===== src/rtl/mem_arbiter.sv =====
// Byte-wide RAM port arbiter between instruction fetch and load/store.
// Serialises 1/2/4-byte transactions and assembles little-endian words.
module mem_arbiter #(
    parameter int unsigned ADDR_W = 32
) (
    input  logic              clk_in,
    input  logic              rst_in,
    input  logic              rdy_in,
    input  logic              if_req,
    input  logic [ADDR_W-1:0] if_addr,
    input  logic              if_abort,
    output logic              if_done,
    output logic [31:0]       if_data,
    input  logic              mem_req,
    input  logic              mem_we,
    input  logic [1:0]        mem_len,
    input  logic [ADDR_W-1:0] mem_addr,
    input  logic [31:0]       mem_wdata,
    output logic              mem_done,
    output logic [31:0]       mem_rdata,
    input  logic [7:0]        ram_din,
    output logic [7:0]        ram_dout,
    output logic [ADDR_W-1:0] ram_a,
    output logic              ram_wr
);
    localparam int unsigned DATA_W = 32;
    localparam int unsigned CNT_W  = 3;

    typedef enum logic [1:0] {
        ST_IDLE = 2'd0,
        ST_RD   = 2'd1,
        ST_WR   = 2'd2
    } state_e;

    typedef enum logic {
        OWN_IF  = 1'b0,
        OWN_MEM = 1'b1
    } owner_e;

    state_e              state_q, state_d;
    owner_e              owner_q, owner_d;
    logic [CNT_W-1:0]    cnt_q, cnt_d;
    logic [CNT_W-1:0]    n_q, n_d;
    logic [ADDR_W-1:0]   base_q, base_d;
    logic [DATA_W-1:0]   wdata_q, wdata_d;
    logic [DATA_W-1:0]   buf_q, buf_d;
    logic [ADDR_W-1:0]   ram_a_q, ram_a_d;
    logic [7:0]          ram_dout_q, ram_dout_d;
    logic                ram_wr_q, ram_wr_d;
    logic                if_done_q, if_done_d;
    logic                mem_done_q, mem_done_d;
    logic [DATA_W-1:0]   if_data_q, if_data_d;
    logic [DATA_W-1:0]   mem_rdata_q, mem_rdata_d;

    logic [CNT_W-1:0]    next_k;
    logic [1:0]          byte_idx;

    function automatic logic [CNT_W-1:0] len_to_n(input logic [1:0] len);
        case (len)
            2'd0:    return 3'd1;
            2'd1:    return 3'd2;
            default: return 3'd4;
        endcase
    endfunction

    // cnt counts edges since accept; read byte k lands on the edge where cnt == k+1
    assign next_k   = cnt_q + 3'd1;
    assign byte_idx = 2'(cnt_q - 3'd1);

    always_comb begin
        state_d     = state_q;
        owner_d     = owner_q;
        cnt_d       = cnt_q;
        n_d         = n_q;
        base_d      = base_q;
        wdata_d     = wdata_q;
        buf_d       = buf_q;
        ram_a_d     = '0;
        ram_dout_d  = '0;
        ram_wr_d    = 1'b0;
        if_done_d   = 1'b0;
        mem_done_d  = 1'b0;
        if_data_d   = if_data_q;
        mem_rdata_d = mem_rdata_q;

        case (state_q)
            ST_IDLE: begin
                // the done cycle blocks acceptance while the requester drops req
                if (!if_done_q && !mem_done_q) begin
                    if (mem_req) begin
                        owner_d = OWN_MEM;
                        base_d  = mem_addr;
                        wdata_d = mem_wdata;
                        n_d     = len_to_n(mem_len);
                        cnt_d   = '0;
                        buf_d   = '0;
                        ram_a_d = mem_addr;
                        if (mem_we) begin
                            state_d    = ST_WR;
                            ram_dout_d = mem_wdata[7:0];
                            ram_wr_d   = 1'b1;
                        end else begin
                            state_d = ST_RD;
                        end
                    end else if (if_req && !if_abort) begin
                        owner_d = OWN_IF;
                        base_d  = if_addr;
                        n_d     = 3'd4;
                        cnt_d   = '0;
                        buf_d   = '0;
                        ram_a_d = if_addr;
                        state_d = ST_RD;
                    end
                end
            end
            ST_RD: begin
                if (owner_q == OWN_IF && if_abort) begin
                    state_d = ST_IDLE;
                end else begin
                    cnt_d = next_k;
                    if (cnt_q != '0) begin
                        buf_d[{byte_idx, 3'b000} +: 8] = ram_din;
                    end
                    if (next_k < n_q) begin
                        ram_a_d = base_q + ADDR_W'(next_k);
                    end
                    if (cnt_q == n_q) begin
                        state_d = ST_IDLE;
                        if (owner_q == OWN_IF) begin
                            if_done_d = 1'b1;
                            if_data_d = buf_d;
                        end else begin
                            mem_done_d  = 1'b1;
                            mem_rdata_d = buf_d;
                        end
                    end
                end
            end
            ST_WR: begin
                cnt_d = next_k;
                if (next_k < n_q) begin
                    ram_a_d    = base_q + ADDR_W'(next_k);
                    ram_dout_d = wdata_q[{next_k[1:0], 3'b000} +: 8];
                    ram_wr_d   = 1'b1;
                end else begin
                    state_d    = ST_IDLE;
                    mem_done_d = 1'b1;
                end
            end
            default: begin
                state_d = ST_IDLE;
            end
        endcase
    end

    // reset wins over rdy_in; rdy_in low freezes every register
    always_ff @(posedge clk_in) begin
        if (!rst_in) begin
            state_q     <= ST_IDLE;
            owner_q     <= OWN_IF;
            cnt_q       <= '0;
            n_q         <= '0;
            base_q      <= '0;
            wdata_q     <= '0;
            buf_q       <= '0;
            ram_a_q     <= '0;
            ram_dout_q  <= '0;
            ram_wr_q    <= 1'b0;
            if_done_q   <= 1'b0;
            mem_done_q  <= 1'b0;
            if_data_q   <= '0;
            mem_rdata_q <= '0;
        end else if (rdy_in) begin
            state_q     <= state_d;
            owner_q     <= owner_d;
            cnt_q       <= cnt_d;
            n_q         <= n_d;
            base_q      <= base_d;
            wdata_q     <= wdata_d;
            buf_q       <= buf_d;
            ram_a_q     <= ram_a_d;
            ram_dout_q  <= ram_dout_d;
            ram_wr_q    <= ram_wr_d;
            if_done_q   <= if_done_d;
            mem_done_q  <= mem_done_d;
            if_data_q   <= if_data_d;
            mem_rdata_q <= mem_rdata_d;
        end
    end

    assign ram_a     = ram_a_q;
    assign ram_dout  = ram_dout_q;
    assign ram_wr    = ram_wr_q;
    assign if_done   = if_done_q;
    assign if_data   = if_data_q;
    assign mem_done  = mem_done_q;
    assign mem_rdata = mem_rdata_q;

endmodule


===== config.mk =====
export PLATFORM = sky130hd
export DESIGN_NAME = mem_arbiter
export DESIGN_NICKNAME = d
export VERILOG_FILES = /design/src/rtl/mem_arbiter.sv
export SDC_FILE = /design/constraint.sdc
export NUM_CORES = 1
export LEC_CHECK = 0
export CAP_MARGIN = 20
export CORE_UTILIZATION = 56
export DETAILED_ROUTE_END_ITERATION = 6
export GPL_TIMING_DRIVEN = 0
export PLACE_DENSITY = 0.86
export SYNTH_ARGS = -nofsm -noshare
export SYNTH_HDL_FRONTEND = slang
export SYNTH_SLANG_ARGS = --single-unit

===== constraint.sdc =====
create_clock -name clk_in -period 7.84 [get_ports clk_in]
set_input_delay 1.568 -clock clk_in [delete_from_list [all_inputs] [get_ports clk_in]]
set_output_delay 1.568 -clock clk_in [all_outputs]
set_load 0.1 [all_outputs]

# Word-level counts from Yosys, hierarchy flattened

Index checks and enable logic that the tools add are counted.

Memory bits (read-only): 0
Flip-flop bits (word level): 212
Latch bits: 0
Memory bits (writable): 0
Output and inout bits: 107
Memories: 0
Word-level logic and storage cells: 104

Eq/ne operators: 9
Reduce and logical (&&, ||, !) cells: 19
Add/subtract/negate cells: 4
Shift operators: 3
Bitwise operators: 2
Multiplexer cells: 52
$lt $le $gt $ge: 1
Div/mod/pow operators: 0
Multipliers: 0

Operator list:

| cell                     | count |
|---|---|
| $mux W32                 | 12 |
| $pmux W32 S3             | 1 |
| $pmux W32 S2             | 1 |
| $add A32 B3 Y32          | 1 |
| $bwmux W32               | 1 |
| $mux W8                  | 4 |
| $shift A8 B7 Y32 const A | 1 |
| $shiftx A32 B6 Y8        | 1 |
| $shiftx A8 B7 Y32        | 1 |
| $reduce_and A5 Y1        | 5 |
| $mux W3                  | 6 |
| $pmux W8 S2              | 1 |
| $mux W1                  | 14 |
| $mux W2                  | 7 |
| $pmux W3 S3              | 1 |
| $reduce_and A4 Y1        | 2 |
| $neg A5 Y7               | 1 |
| $ne A2 B2 Y1 const B     | 3 |
| $ne A3 B3 Y1 const B     | 2 |
| $pmux W2 S3              | 1 |
| $pmux W3 S2              | 1 |
| $reduce_bool A3 Y1       | 2 |
| $eq A2 B1 Y1 const B     | 2 |
| $logic_not A2 Y1         | 2 |
| other kinds (10)         | 17 |

# Depth between registers and ports, before layout

Gate-level depths: netlist of the first run.

Word-level depth: 7
Depth in mapped cells: 10
Gate-level depth less buffers: 8

# Worst setup path after synthesis of the first run

OpenSTA, ideal clock, no wires.

Path type: input to register
Start point: input port mem_req
End point: register base_q[24]
Buffers on the path: 3
Data arrival time: 2,978 ps
Slack: 4,746 ps
Data required time: 7,724 ps
Stages on the path: 6
Path through: clkbuf_1 -> clkbuf_1 -> buf_1 -> mux2i_1 -> nand2_1 -> o211a_1

Longest elaborated chain between the ends: 2
Elaborated cells on any way between the ends: 3
Classes of those cells: 1 x mux; 2 x reduce/logical

Ends and longest elaborated chain:

| what                         | line | RTL |
|---|---|---|
| from (decl)                  | 14   | `input logic mem_req,` |
| $reduce_bool A2 Y1 (no line) | -    |  |
| $reduce_and A4 Y1 (no line)  | -    |  |
| to (signal assigned)         | 178  | `base_q <= base_d;` |
| to (decl)                    | 44   | `logic [ADDR_W-1:0] base_q, base_d;` |

Parallel ways exist; a longest one is shown, timed or not.
A chain may end at the register's enable or synchronous reset.

# Final worst setup path of the first run

Start point: register cnt_q[0]
End point: register ram_a_q[29], in the netlist ram_a[29]

Longest elaborated chain between the ends: 5
Elaborated cells on any way between the ends: 6
Classes of those cells: 2 x add/sub; 1 x order compare; 3 x mux

Ends and longest elaborated chain:

| what                                            | line     | RTL |
|---|---|---|
| from (decl)                                     | 42       | `logic [CNT_W-1:0] cnt_q, cnt_d;` |
| from (signal assigned)                          | 176      | `cnt_q <= cnt_d;` |
| $add A3 B1 Y3 *                                 | 67       | `assign next_k = cnt_q + 3'd1;` |
| $add A32 B3 Y32 or $lt A3 B3 Y1 (tied branches) | -        |  |
| $mux W32 *                                      | 124, 141 |  |
| $mux W32                                        | 117      | `if (owner_q == OWN_IF && if_abort) begin` |
| $pmux W32 S3 *                                  | 86       | `case (state_q)` |
| to (signal assigned)                            | 181      | `ram_a_q <= ram_a_d;` |
| to (decl)                                       | 47       | `logic [ADDR_W-1:0] ram_a_q, ram_a_d;` |

Mark *: on every way between the ends. The rest lies on a longest branch, timed or not.

==> results.md, run 1 <==
* Status: finished, violations left
* Failing checks: DRC
* Commonest non-fill, non-tap cell in the layout: clkdlybuf4s50_1
* CP max FO at 11
* Critical Path Source: cnt_q[0]
* Clk buf depth at 3
* Met1 Track Usage GR at 0.405
* Clock sink count at 212
* M3 GR Usage at 0.0623
* Most frequent cells in the layout: clkdlybuf4s50_1, dfxtp_1, nand2_1
* Fin Clk Skew at 7.45 ps
* CTS Buf Count at 23
* FP Rows at 49
* Number of diodes at 0
* Clock Tree Root: clkbuf_16
* Vias in the first global route at 9732
* VDD IR max at 0.000147 V
* CTS tree: built
* Post-Syn Area at 10400 um2
* Critical path class: register to register
* #FFs+latches synth at 212
* Global-route wire length before repair at 50600 um
* Least-Margin Pin Slew at 1060 ps
* Placer Congestion at 0.920
* Share of layout cells above drive strength 1 at 0.0532
* Final ANT Viol Nets at 0
* GRT Max-Usage Layer: met2
* Fmax achieved at 234 MHz
* Pins Over Slew Limit at 0
* Depth of the CTS H-tree at 1
* Reg2reg path depth at 10
* RSZ-0062 raised after global routing: false
* Setup crit start kind: register
* Max Cap Viol at 0
* Leak pwr at 5.32 nW
* Core Area at 18100 um2
* Post-synth EDFFs at 0
* HPWL after DPL at 23400 um
* Routed wire per std cell at 19.7 um
* Die ar. at 19100 um2
* Main flop type after synthesis: dfxtp_1
* Area Overhead vs Synth at 31.5%
* Reg2reg end: ram_a[29]
* Post-synthesis async set-or-reset flop share at 0
* Hold Path Class: register to register
* Final net count at 1525
* CP endpoint kind: register
* Sequential-to-total area share from yosys stat at 0.409
* Gr ovfl total at 0
* Worst reg-to-reg setup slack at 3570 ps
* Tcrit/Tclk final at 0.544
* Post-synth net total at 1281
* CP endpoint: ram_a[29]
* Post-CTS resize count at 0
* Initial antenna violation count at 0
* Total GRT Usage at 0.330
* Cell Pwr Density at 203 nW/um2
* Total number of vias at 9949
* Reg clk slew, reported paths at 60 ps
* # setup viols final at 0
* Final TNS setup at 0 ps
* IO Pins at 220
* Worst path arrival time at 4690 ps
* Req. time, crit path at 8260 ps
* Die H at 138 um
* Initial core utilization at 0.573
* Hold buffer count at CTS at 0
* Largest net degree at the start of global routing at 14
* Synth Area per Inst at 9.01 um2
* Port bufs at 219
* Worst reg2reg startpoint: cnt_q[0]
* DRC at 34
* Final Hold Viols at 0
* Starting DRC count in detailed routing at 814
* Post-CTS Setup Repair Bufs at 0
* Final min period at 4270 ps
* Drt pass-1 iters at 7
* Clock latency on the worst-skew pair at 500 ps
* Met2 Track Usage GR at 0.556
* WL final at 32300 um
* Cells after synthesis at 1151
* Number of vias per cell at 6.07
* Die width at 138 um
* Unique cell type count in the Yosys netlist at 63
* Core Util, Final at 0.754
* Worst slew margin at 0.290
* Warnings from Yosys at 0
-- worst min-delay path by stage --
stage	start	slack, ps	to	depth (start not counted)
2_1_floorplan	wdata_q[0]	440	wdata_q[0]	2
4_1_cts	wdata_q[29]	460	wdata_q[29]	2
5_1_grt	if_data[12]	490	if_data[12]	2
3_5_place_dp	ram_a[8]	460	ram_a[8]	2
6_report	if_data[13]	460	if_data[13]	2
3_3_place_gp	ram_a[5]	450	ram_a[5]	2
-- synthesized netlist by cell type, drive strengths merged (17+ instances only) --
master | instances | area [um2]
buf | 19 | 96.3
a22oi | 70 | 526
mux2i | 58 | 581
nand2b | 24 | 150
nor2 | 24 | 90.1
a21boi | 68 | 510
inv | 26 | 97.6
xnor2 | 19 | 166
nor2b | 61 | 382
a21oi | 17 | 85.1
o21ai | 19 | 95.1
dfxtp | 212 | 4240
clkbuf | 68 | 256
o211a | 53 | 531
nand2 | 209 | 785
nand3 | 18 | 90.1
-- through the flow --
| step | cell area (um2) | setup WS, ps | hold slack (ps) | power [mW] | instances |
|---|---|---|---|---|---|
| final | 13600 | 3570 | 462 | 2.76 | 1638 |
| after detailed placement | 12800 | 3520 | 455 | 1.64 | 1599 |
| after global placement | 12800 | 3560 | 447 | 1.63 | 1599 |
| after CTS | 13600 | 3740 | 465 | 2.76 | 1638 |
| after global routing | 13600 | 3460 | 486 | 2.85 | 1638 |
| after floorplan | 10400 | 4750 | 440 | 1.47 | 1151 |
-- layer usage --
layer / part of all wire / vias to the layer above
met1: 0.41 / 4717
met2: 0.47 / 507
met3: 0.078 / 106
met5: 0 / -
met4: 0.043 / 0
li1: - / 4619
-- area by class of cell --
type	count	area, um2
multi-input combinational	826	5680
fill	1271	4450
sequential	212	4240
timing repair buffer	219	2190
clock buffer	32	649
buffer	87	353
tap	229	287
clock inverter	7	135
inverter	26	97.6
-- sequential cells by signal (all words and copies together) (netlist names) --
register / cells
cnt_q: 3
if_done: 1
mem_rdata: 32
ram_wr: 1
ram_a: 32
n_q: 3
mem_done: 1
owner_q: 1
state_q: 2
base_q: 32
wdata_q: 32
if_data: 32
buf_q: 32
ram_dout: 8
-- cell families after synthesis --
group	Yosys count	synth area share
compound gates	300	0.227
xor+xnor	28	0.0236
fa+ha+maj	17	0.0212
buf+inv	113	0.0434
flops	212	0.409
mux	80	0.0886
simple gates	401	0.187
-- critical path: stages, from the launching register on --
cell and delay (ps):
dfxtp_1 560, clkbuf_1 540, inv_1 240, ha_1 510
ha_1 250, a21oi_1 160, o21ai_1 190, nor2_1 640
nand3_1 490, clkbuf_1 360, o221ai_1 230
-- power by group --
| part | internal, mW | switching (mW) |
|---|---|---|
| combinational | 0.174 | 0.292 |
| clock | 0.706 | 0.431 |
| sequential | 1.12 | 0.0405 |
| total | 2.00 | 0.764 |
Power figures use the tool's default switching activity.
==> run 2, diff against run 1 <==
Settings changed: CORE_UTILIZATION 56 to 47, PLACE_DENSITY 0.86 to 0.77.
Clock period 7.84 ns to 3.9 ns, I/O delays scaled along.
==> run 2 against run 1 <==
Compared with the run above: the run now ends clean; core utilization down 11 points; die area up 19%; count of clock-buffer cells in the layout up 1; clock power up 98%; worst setup slack worse by 3300 ps; maximum frequency up 18%; first-iteration DRC count down 11%; sequential share of layout area down 0.14 points; non-clock buffer count unchanged; critical path type unchanged.
==> results.md, run 2 (synthesis results as in run 1) <==
* Worst reg-to-reg setup slack at 280 ps (was 3570 ps)
* Starting DRC count in detailed routing at 722 (was 814)
* Die H at 151 um (was 138 um)
* Worst slew margin at 0.300 (was 0.290)
* Met3 routed WL at 2450 um (was 2520 um)
* Worst path arrival time at 4040 ps (was 4690 ps)
* Largest net degree at the start of global routing at 14 (unchanged)
* IO Pins at 220 (unchanged)
* Clock latency on the worst-skew pair at 520 ps (was 500 ps)
* Number of vias per cell at 5.81 (was 6.07)
* CTS tree: built (unchanged)
* Hold buffer count at CTS at 0 (unchanged)
* Delay of the slowest critical-path stage at 570 ps (was 640 ps)
* Reg2reg path depth at 10 (unchanged)
* Final Hold Viols at 0 (unchanged)
* FP Rows at 53 (was 49)
* CP endpoint kind: register (unchanged)
* CP endpoint: ram_a[3] (was ram_a[29])
* Area Overhead vs Synth at 32.1% (was 31.5%)
* Fin Clk Skew at 15.9 ps (was 7.45 ps)
* Routed wire per std cell at 19.8 um (was 19.7 um)
* Fillers at 1780 (was 1271)
* Hold Path Class: register to register (unchanged)
* Core Util, Final at 0.641 (was 0.754)
* Vias in the first global route at 9393 (was 9732)
* Global-route wire length before repair at 50600 um (about the same)
* DRC at 0 (was 34)
* Gr ovfl total at 0 (unchanged)
* Fmax achieved at 276 MHz (was 234 MHz)
* Metal-1 WL at 14400 um (was 13300 um)
* Clock sink count at 212 (unchanged)
* Setup crit start kind: register (unchanged)
* Clock Tree Root: clkbuf_16 (unchanged)
* Final ANT Viol Nets at 0 (unchanged)
* Commonest non-fill, non-tap cell in the layout: clkdlybuf4s50_1 (unchanged)
* Die width at 151 um (was 138 um)
* RSZ-0062 raised after global routing: false (unchanged)
* Total number of vias at 9797 (was 9949)
* Initial antenna violation count at 1 (was 0)
* Share of layout cells above drive strength 1 at 0.0582 (was 0.0532)
* Metal2 WL at 15500 um (was 15100 um)
* Leak pwr at 5.32 nW (about the same)
* Tcrit/Tclk final at 0.928 (was 0.544)
* Pins Over Slew Limit at 0 (unchanged)
* Worst path cell trace: clkbuf_2 > inv_1 > ha_1 > ha_1 > a21oi_1 > o21ai_1 > nor2_2 > nand3_2 > clkbuf_2 > o221ai_1 (was clkbuf_1 > inv_1 > ha_1 > ha_1 > a21oi_1 > o21ai_1 > nor2_1 > nand3_1 > clkbuf_1 > o221ai_1)
* Worst reg2reg startpoint: cnt_q[0] (unchanged)
* Top Layer Used: met4 (unchanged)
* WL final at 33500 um (was 32300 um)
* Status: complete, no violations (was finished, violations left)
* Port bufs at 219 (unchanged)
* Drt pass-1 iters at 5 (was 7)
* CTS Buf Count at 23 (unchanged)
* Total GRT Usage at 0.288 (was 0.330)
* Critical path class: register to register (unchanged)
* Placer Congestion at 0.925 (was 0.920)
* Core Area at 21400 um2 (was 18100 um2)
* Total power at 5.53 mW (was 2.76 mW)
* Final net count at 1525 (unchanged)
* Max Cap Viol at 0 (unchanged)
* HPWL after DPL at 24700 um (was 23400 um)
* Cell Pwr Density at 404 nW/um2 (was 203 nW/um2)
* Clk buf depth at 3 (unchanged)
* Req. time, crit path at 4320 ps (was 8260 ps)
* CP max FO at 11 (unchanged)
* Final min period at 3620 ps (was 4270 ps)
* # setup viols final at 0 (unchanged)
* Critical Path Source: cnt_q[0] (unchanged)
* Reg clk slew, reported paths at 60 ps (about the same)
* Depth of the CTS H-tree at 1 (unchanged)
* Reg2reg end: ram_a[3] (was ram_a[29])
* VDD IR max at 0.000280 V (was 0.000147 V)
* Slowest cell on the critical path: dfxtp_1 (was nor2_1)
* Initial core utilization at 0.486 (was 0.573)
* Most frequent cells in the layout: clkdlybuf4s50_1, dfxtp_1, nand2_1 (unchanged)
* Least-Margin Pin Slew at 1050 ps (was 1060 ps)
* Die ar. at 22700 um2 (was 19100 um2)
-- run 2: layout make-up --
type                            count  area, um2  area share
Tap cell                          275        344      0.0251
Clock buffer                       33        683      0.0499
Buffer                             87        355      0.0259
Antenna cell                        1       2.50    0.000183
Inverter                           26       97.6     0.00713
Clock inverter                      7       93.8     0.00685
Timing Repair Buffer              219       2190       0.160
Sequential cell                   212       4240       0.310
Multi-Input combinational cell    826       5680       0.415
-- run 2: critical path, delay by kind of cell (launching register included) --
| kind | cells | cell delay (ps) |
|---|---|---|
| AOI/OAI and AO/OA | 3 | 570 |
| adders and majority gates | 2 | 750 |
| buffers and inverters | 3 | 870 |
| DFF | 1 | 570 |
| and+or+nand+nor | 2 | 750 |
-- run 2: worst min path at each step --
| stage | from | to | slack (ps) | cells after the start |
|---|---|---|---|---|
| 3_3_place_gp | ram_a[7] | ram_a[7] | 450 | 2 |
| 6_report | if_data[31] | if_data[31] | 460 | 2 |
| 3_5_place_dp | ram_a[10] | ram_a[10] | 450 | 2 |
| 2_1_floorplan | wdata_q[0] | wdata_q[0] | 440 | 2 |
| 4_1_cts | if_data[31] | if_data[31] | 460 | 2 |
| 5_1_grt | wdata_q[28] | wdata_q[28] | 480 | 2 |
-- run 2: stage by stage --
step | TNS [ps] | instances | worst slack [ps] | hold WS [ps] | area, um2
2_1_floorplan | 0 | 1151 | 943 | 440 | 10400
3_3_place_gp | -2650 | 1645 | -272 | 447 | 12900
3_5_place_dp | -3080 | 1645 | -312 | 450 | 12900
4_1_cts | 0 | 1685 | 43.5 | 464 | 13700
5_1_grt | 0 | 1685 | 82.7 | 483 | 13700
6_report | 0 | 1686 | 281 | 460 | 13700
-- run 2: repair_timing --
| action | in CTS | in global routing |
|---|---|---|
| resized for setup | 2 | 3 |
| setup buffers | 0 | 0 |
| endpoints found under the setup margin | 17 | 10 |
-- run 2: power breakdown --
group	switching, mW	internal [mW]	leakage, nW	total, mW
combinational	0.589	0.349	3.22	0.938
sequential	0.0821	2.25	1.72	2.33
clock	0.907	1.35	0.384	2.26
-- run 2: routing by layer --
layer / up-vias / GRT usage
li1: 4615 / -
met1: 4716 / 0.372
met2: 390 / 0.485
met3: 76 / 0.0452
met4: 0 / 0.103
met5: - / 0
